**src/rtl/tmp125_spi_reader_pkg.sv**
```systemverilog
// Shared frame layout, FSM state encoding and timing helpers for the TMP125 SPI reader.
package tmp125_spi_reader_pkg;

  localparam int unsigned TMP125_FRAME_W  = 16;
  localparam int unsigned TMP125_TEMP_MSB = 14;
  localparam int unsigned TMP125_TEMP_LSB = 5;
  localparam int unsigned TMP125_ERR_BIT  = 15;
  localparam int unsigned TMP125_TEMP_W   = TMP125_TEMP_MSB - TMP125_TEMP_LSB + 1;
  // Only frame bits [15:5] are captured; the trailing bits carry nothing we use.
  localparam int unsigned TMP125_CAP_W    = TMP125_ERR_BIT - TMP125_TEMP_LSB + 1;

  typedef enum logic [2:0] {
    StIdle,
    StSetup,
    StShift,
    StHold,
    StGuard
  } state_e;

  function automatic int unsigned half_period(input int unsigned clk_freq,
                                              input int unsigned spi_freq);
    return clk_freq / (2 * spi_freq);
  endfunction

endpackage

```
**src/rtl/tmp125_sclk_gen.sv**
```systemverilog
// SCK generator: half-period counter with rise/fall strobes; SCK is held high when disabled.
module tmp125_sclk_gen
  import tmp125_spi_reader_pkg::*;
#(
  parameter int unsigned g_half = 50
) (
  input  logic i_clk,
  input  logic i_rst,
  input  logic i_en,
  input  logic i_en_next,
  output logic o_rise,
  output logic o_fall,
  output logic o_spi_clk
);

  localparam int unsigned CntW = $clog2(g_half + 1);

  logic [CntW-1:0] r_cnt;
  logic            r_phase;
  logic            r_sclk;
  logic            w_wrap;
  logic            w_phase_next;

  assign w_wrap       = i_en && (r_cnt == CntW'(g_half - 1));
  assign o_rise       = w_wrap && !r_phase;
  assign o_fall       = w_wrap && r_phase;
  assign w_phase_next = i_en ? (r_phase ^ w_wrap) : 1'b0;

  // SCK is registered from next-cycle values so it lines up with the FSM state register.
  always_ff @(posedge i_clk) begin
    if (i_rst) begin
      r_cnt   <= '0;
      r_phase <= 1'b0;
      r_sclk  <= 1'b1;
    end else begin
      r_phase <= w_phase_next;
      r_sclk  <= !i_en_next || w_phase_next;
      if (!i_en || w_wrap) r_cnt <= '0;
      else                 r_cnt <= r_cnt + 1'b1;
    end
  end

  assign o_spi_clk = r_sclk;

endmodule

```
**src/rtl/tmp125_spi_reader.sv**
```systemverilog
// SPI master reading one 16-bit TMP125 frame per trigger and presenting the 10-bit temperature.
module tmp125_spi_reader
  import tmp125_spi_reader_pkg::*;
#(
  parameter int unsigned g_clk_freq     = 1000000,
  parameter int unsigned g_spi_clk_freq = 10000,
  parameter int unsigned g_auto_period  = 0
) (
  input  logic                     i_clk,
  input  logic                     i_rst,
  input  logic                     i_start,
  output logic                     o_busy,
  output logic                     o_spi_clk,
  output logic                     o_spi_cs_n,
  input  logic                     i_spi_so,
  output logic [TMP125_TEMP_W-1:0] o_temp,
  output logic                     o_temp_valid,
  output logic                     o_frame_err
);

  localparam int unsigned H     = half_period(g_clk_freq, g_spi_clk_freq);
  localparam int unsigned HCntW = $clog2(H + 1);
  localparam int unsigned AutoW = (g_auto_period > 0) ? $clog2(g_auto_period + 1) : 1;

  if (H < 2) begin : g_bad_half
    $error("tmp125_spi_reader: SCK half period must be at least 2 system clocks");
  end

  state_e                   r_state, w_state_next;
  logic [HCntW-1:0]         r_hcnt;
  logic [3:0]               r_bitcnt;
  logic [TMP125_CAP_W-1:0]  r_shift;
  logic                     r_so_meta, r_so_sync;
  logic [TMP125_TEMP_W-1:0] r_temp;
  logic                     r_err, r_valid, r_busy, r_cs_n;
  logic                     w_hcnt_done, w_rise, w_fall, w_auto_trig;

  if (g_auto_period > 0) begin : g_auto
    logic [AutoW-1:0] r_auto;
    assign w_auto_trig = (r_auto == AutoW'(g_auto_period - 1));
    always_ff @(posedge i_clk) begin
      if (i_rst || w_auto_trig) r_auto <= '0;
      else                      r_auto <= r_auto + 1'b1;
    end
  end else begin : g_no_auto
    assign w_auto_trig = 1'b0;
  end

  tmp125_sclk_gen #(
    .g_half(H)
  ) u_sclk_gen (
    .i_clk     (i_clk),
    .i_rst     (i_rst),
    .i_en      (r_state == StShift),
    .i_en_next (w_state_next == StShift),
    .o_rise    (w_rise),
    .o_fall    (w_fall),
    .o_spi_clk (o_spi_clk)
  );

  assign w_hcnt_done = (r_hcnt == HCntW'(H - 1));

  always_comb begin
    w_state_next = r_state;
    unique case (r_state)
      StIdle:  if (i_start || w_auto_trig) w_state_next = StSetup;
      StSetup: if (w_hcnt_done) w_state_next = StShift;
      StShift: if (w_fall && r_bitcnt == 4'(TMP125_FRAME_W - 1)) w_state_next = StHold;
      StHold:  if (w_hcnt_done) w_state_next = StGuard;
      StGuard: if (w_hcnt_done) w_state_next = StIdle;
      default: w_state_next = StIdle;
    endcase
  end

  always_ff @(posedge i_clk) begin
    if (i_rst) begin
      r_state   <= StIdle;
      r_hcnt    <= '0;
      r_bitcnt  <= '0;
      r_shift   <= '0;
      r_so_meta <= 1'b0;
      r_so_sync <= 1'b0;
      r_temp    <= '0;
      r_err     <= 1'b0;
      r_valid   <= 1'b0;
      r_busy    <= 1'b0;
      r_cs_n    <= 1'b1;
    end else begin
      r_state   <= w_state_next;
      r_so_meta <= i_spi_so;
      r_so_sync <= r_so_meta;
      r_busy    <= (w_state_next != StIdle);
      r_cs_n    <= !(w_state_next inside {StSetup, StShift, StHold});
      r_valid   <= (r_state == StHold) && w_hcnt_done;

      if ((r_state inside {StSetup, StHold, StGuard}) && !w_hcnt_done) r_hcnt <= r_hcnt + 1'b1;
      else                                                            r_hcnt <= '0;

      if (r_state != StShift) r_bitcnt <= '0;
      else if (w_fall)        r_bitcnt <= r_bitcnt + 1'b1;

      // Stop capturing once bits [15:5] are in so they stay aligned at the LSB end.
      if (w_rise && r_bitcnt < 4'(TMP125_CAP_W)) r_shift <= {r_shift[TMP125_CAP_W-2:0], r_so_sync};

      if (r_state == StHold && w_hcnt_done) begin
        r_temp <= r_shift[TMP125_TEMP_W-1:0];
        r_err  <= r_shift[TMP125_CAP_W-1];
      end
    end
  end

  assign o_busy       = r_busy;
  assign o_spi_cs_n   = r_cs_n;
  assign o_temp       = r_temp;
  assign o_temp_valid = r_valid;
  assign o_frame_err  = r_err;

endmodule

```
**config.mk**
```make
export PLATFORM = sky130hd
export DESIGN_NAME = tmp125_spi_reader
export DESIGN_NICKNAME = d
export VERILOG_FILES = /design/src/rtl/tmp125_spi_reader_pkg.sv /design/src/rtl/tmp125_sclk_gen.sv /design/src/rtl/tmp125_spi_reader.sv
export SDC_FILE = /design/constraint.sdc
export NUM_CORES = 1
export LEC_CHECK = 0
export BUFFER_PORTS_ARGS = -buffer_cell sky130_fd_sc_hd__buf_2
export CORE_MARGIN = 1.5
export CORE_UTILIZATION = 28
export DETAILED_ROUTE_END_ITERATION = 10
export GPL_TIMING_DRIVEN = 0
export PLACE_DENSITY = 0.5
export REMOVE_ABC_BUFFERS = 1
export SYNTH_ARGS = -nofsm -noshare
export SYNTH_HDL_FRONTEND = slang
export SYNTH_SLANG_ARGS = --single-unit
```
**constraint.sdc**
```tcl
create_clock -name i_clk -period 4.25 [get_ports i_clk]
set_input_delay 0.2125 -clock i_clk [delete_from_list [all_inputs] [get_ports i_clk]]
set_output_delay 0.2125 -clock i_clk [all_outputs]
set_load 0.03 [all_outputs]
```
==> impl_metrics.csv <==
group,metric,value,unit
timing,setup_tns,0,ns
synthesis,yosysWarnings,0,
floorplanning,die_area,0.00718,mm²
finish,final_nets,236,
place,dp_cells,295,
synthesis,synthAdderAreaFrac,0.0468,
timing,maxSlewHeadroom,0.240,
worst_setup_path,crit_required,4.42,ns
clock_network,cts_resized,0,
timing,post-route-period-util,0.489,
finish,drive_gt1_frac,0.124,
power_and_ir_drop,cellPowerDensity,378,mW/mm²
global_route,antenna_found_initial,0,
route,first_iter_violations,74,
synthesis,synth_compound_area_frac,0.0910,
global_route,gr-usage-all-layers,0.101,
global_route,grt_pass1_vias,1336,
finish,insertedDiodeCount,0,
worst_setup_path,arrival,2.25,ns
worst_setup_path,rrSetupSlack,2.17,ns
finish,final_cell_mix,"dfxtp_1 (48), nand2_1 (38), a21oi_1 (24)",
min_path,whs_path_depth,2,
route,postRouteAntennaNets,0,
place,place.gp.congestion,0.704,
timing,maxSlewViolCount,0,
floorplanning,initial_utilization,0.293,
floorplanning,core-area,0.00639,mm²
synthesis,synth_top_area_frac,0.514,
timing,setup_violations,0,
route,drt-total-wl,3300,µm
worst_setup_path,crit_path_max_incr_delay,0.46,ns
route,firstDrtPassIters,4,
finish,area_growth,13.0,%
min_path,holdCritPathClass,"in -> reg",
clock_network,clk_pin_slew,0.09,ns
finish,fin_cells,303,
run,maxCapViolations,0,
timing,fmax,481,MHz
synthesis,ys_top_cells_by_area,"dfxtp_1 (51%), nand2_1 (7.6%), a21oi_1 (6.4%), ha_1 (4.7%), nor2_1 (4.4%)",
worst_setup_path,cp_max_fo,12,
clock_network,clockRootBuffer,"clkbuf_8",
route,dr_total_vias,1382,
floorplanning,io_pins,19,
global_route,grt_start_max_net_pins,32,
global_route,overflow,0,
finish,layout_commonest_cell,"dfxtp_1",
worst_setup_path,end_kind,"flip-flop",
synthesis,syn_inst,212,
clock_network,holdBufCountCts,0,
global_route,grt_pass1_wl,5770,µm
route,via_per_inst,4.56,
power_and_ir_drop,cellLeakagePower,0.749,nW
synthesis,syn_area,0.00187,mm²
route,wl_per_cell,10.9,µm
timing,finalCriticalPeriod,2.08,ns
synthesis,synth_mux_area_frac,0.00535,
clock_network,clock_path_buffers,2,
floorplanning,die_w,84.7,µm
status,status,"finished, final reports clean",
worst_setup_path,slowest_stage,"ha_1",
clock_network,cts.sinks,48,
synthesis,synth_top_family_by_area,"simple AND/OR/NAND/NOR gates",
clock_network,cts_made_buffers,5,
synthesis,ys_types,33,
clock_network,cts_setup_buffers,0,
floorplanning,rows,29,
synthesis,synth_top_cell_by_area,"dfxtp_1",
finish,fillerInstances,683,
place,io_buffers,18,
synthesis,synth_xor_area_frac,0.0562,
timing,skew,0.0109,ns
clock_network,cts_tree,"done",
worst_setup_path,cp_cell_sequence,"ha_1 -> nand4_1 -> nor3_1 -> ha_1 -> nand2_1 -> nand2_1 -> a21oi_1",
worst_setup_path,start_kind,"flip-flop",
power_and_ir_drop,ir_drop,163,µV
synthesis,synth.avg_cell_area,8.82,µm²
synthesis,ys_seq_area_frac,0.514,
power_and_ir_drop,power.total,0.000799,W
worst_setup_path,rr_worst_depth,7,
timing,hold_viol,0,
worst_setup_path,worst-setup-path-type,"reg -> reg",
synthesis,ys_ff_latch,48,
synthesis,synth-simple-area-share,0.252,
route,remaining_drc_errors,0,
place,dp_hpwl,2210,µm
floorplanning,dieHeight,84.7,µm
clock_network,htreeDepth,2,
clock_network,clk_latency,0.30,ns
timing,grt_setup_unrepaired,"no",
timing,worst_pin_slew,1.13,ns
## power by group
part / internal (W) / leakage, nW / switching [W]
sequential: 0.000453 / 0.388 / 0.00000323
combinational: 0.00000552 / 0.306 / 0.0000117
clock: 0.000175 / 0.0552 / 0.000151
## flip-flops by register name, indices dropped and copies added, names as in the netlist
signal,cells
r_shift,11
o_temp,10
r_hcnt,6
u_sclk_gen.r_cnt,6
r_bitcnt,4
r_state,3
o_busy,1
o_frame_err,1
o_spi_cs_n,1
o_temp_valid,1
r_so_meta,1
r_so_sync,1
u_sclk_gen.o_spi_clk,1
u_sclk_gen.r_phase,1
## stage by stage
stage / worst slack, ns / util / hold WS (ns) / cell area [µm²]
5_1_grt: 1.86 / 0.331 / 0.150 / 2110
2_1_floorplan: 2.38 / - / 0.282 / 1820
4_1_cts: 1.72 / 0.331 / 0.120 / 2110
3_5_place_dp: 1.70 / 0.314 / 0.423 / 2010
6_report: 2.17 / 0.331 / 0.127 / 2110
3_3_place_gp: 1.67 / 0.314 / 0.427 / 2010
## layer usage
metal | vias up | track usage | share of wire
li1 | 726 | - | -
met1 | 635 | 0.119 | 0.49
met2 | 16 | 0.169 | 0.45
met3 | 5 | 0.0305 | 0.037
met4 | 0 | 0.0484 | 0.022
met5 | - | 0 | 0
## worst paths after layout
check	start	to
worst min-delay path	i_spi_so	r_so_meta
worst max register to register	u_sclk_gen.r_cnt[0]	r_shift[4]
worst max-delay path	u_sclk_gen.r_cnt[0]	r_shift[4]
worst min register to register	r_so_meta	r_so_sync
## synth_stat cells, drive strengths merged
cell type	instances
nand4	3
or4	1
o32ai	1
xnor2	6
nor3	4
inv	4
and2	1
xor2	6
and3	1
nor4	1
mux2i	1
buf	3
clkbuf	9
o31ai	1
nand3	16
nand3b	1
nand2b	3
or4b	1
a211o	1
a21oi	24
o21ai	2
or3	2
nor2	22
ha	7
a21o	1
dfxtp	48
o21a	1
nand2	38
nor2b	3
## cell type report
type | instances | area [µm²] | share of cell area
Clock buffer | 6 | 72.6 | 0.0343
Clock inverter | 2 | 35.0 | 0.0166
Inverter | 4 | 15.0 | 0.00710
Multi-Input combinational cell | 148 | 843 | 0.399
Sequential cell | 48 | 961 | 0.455
Tap cell | 77 | 96.3 | 0.0456
Timing Repair Buffer | 18 | 90.1 | 0.0426
## critical path, delay by kind of cell, from the launching register on
kind | cells | cell delay [ns]
adder cells (fa/ha/maj) | 2 | 0.62
AO/OA/AOI/OAI | 1 | 0.08
AND/OR/NAND/NOR | 4 | 0.87
flip-flops | 1 | 0.38
## cells by family after synthesis
group | Yosys count
flip-flops | 48
multiplexers | 1
buffers and inverters | 16
XOR/XNOR | 12
AND/OR/NAND/NOR | 97
adder cells (fa/ha/maj) | 7
AO/OA/AOI/OAI | 31
Power figures use the tool's default switching activity.
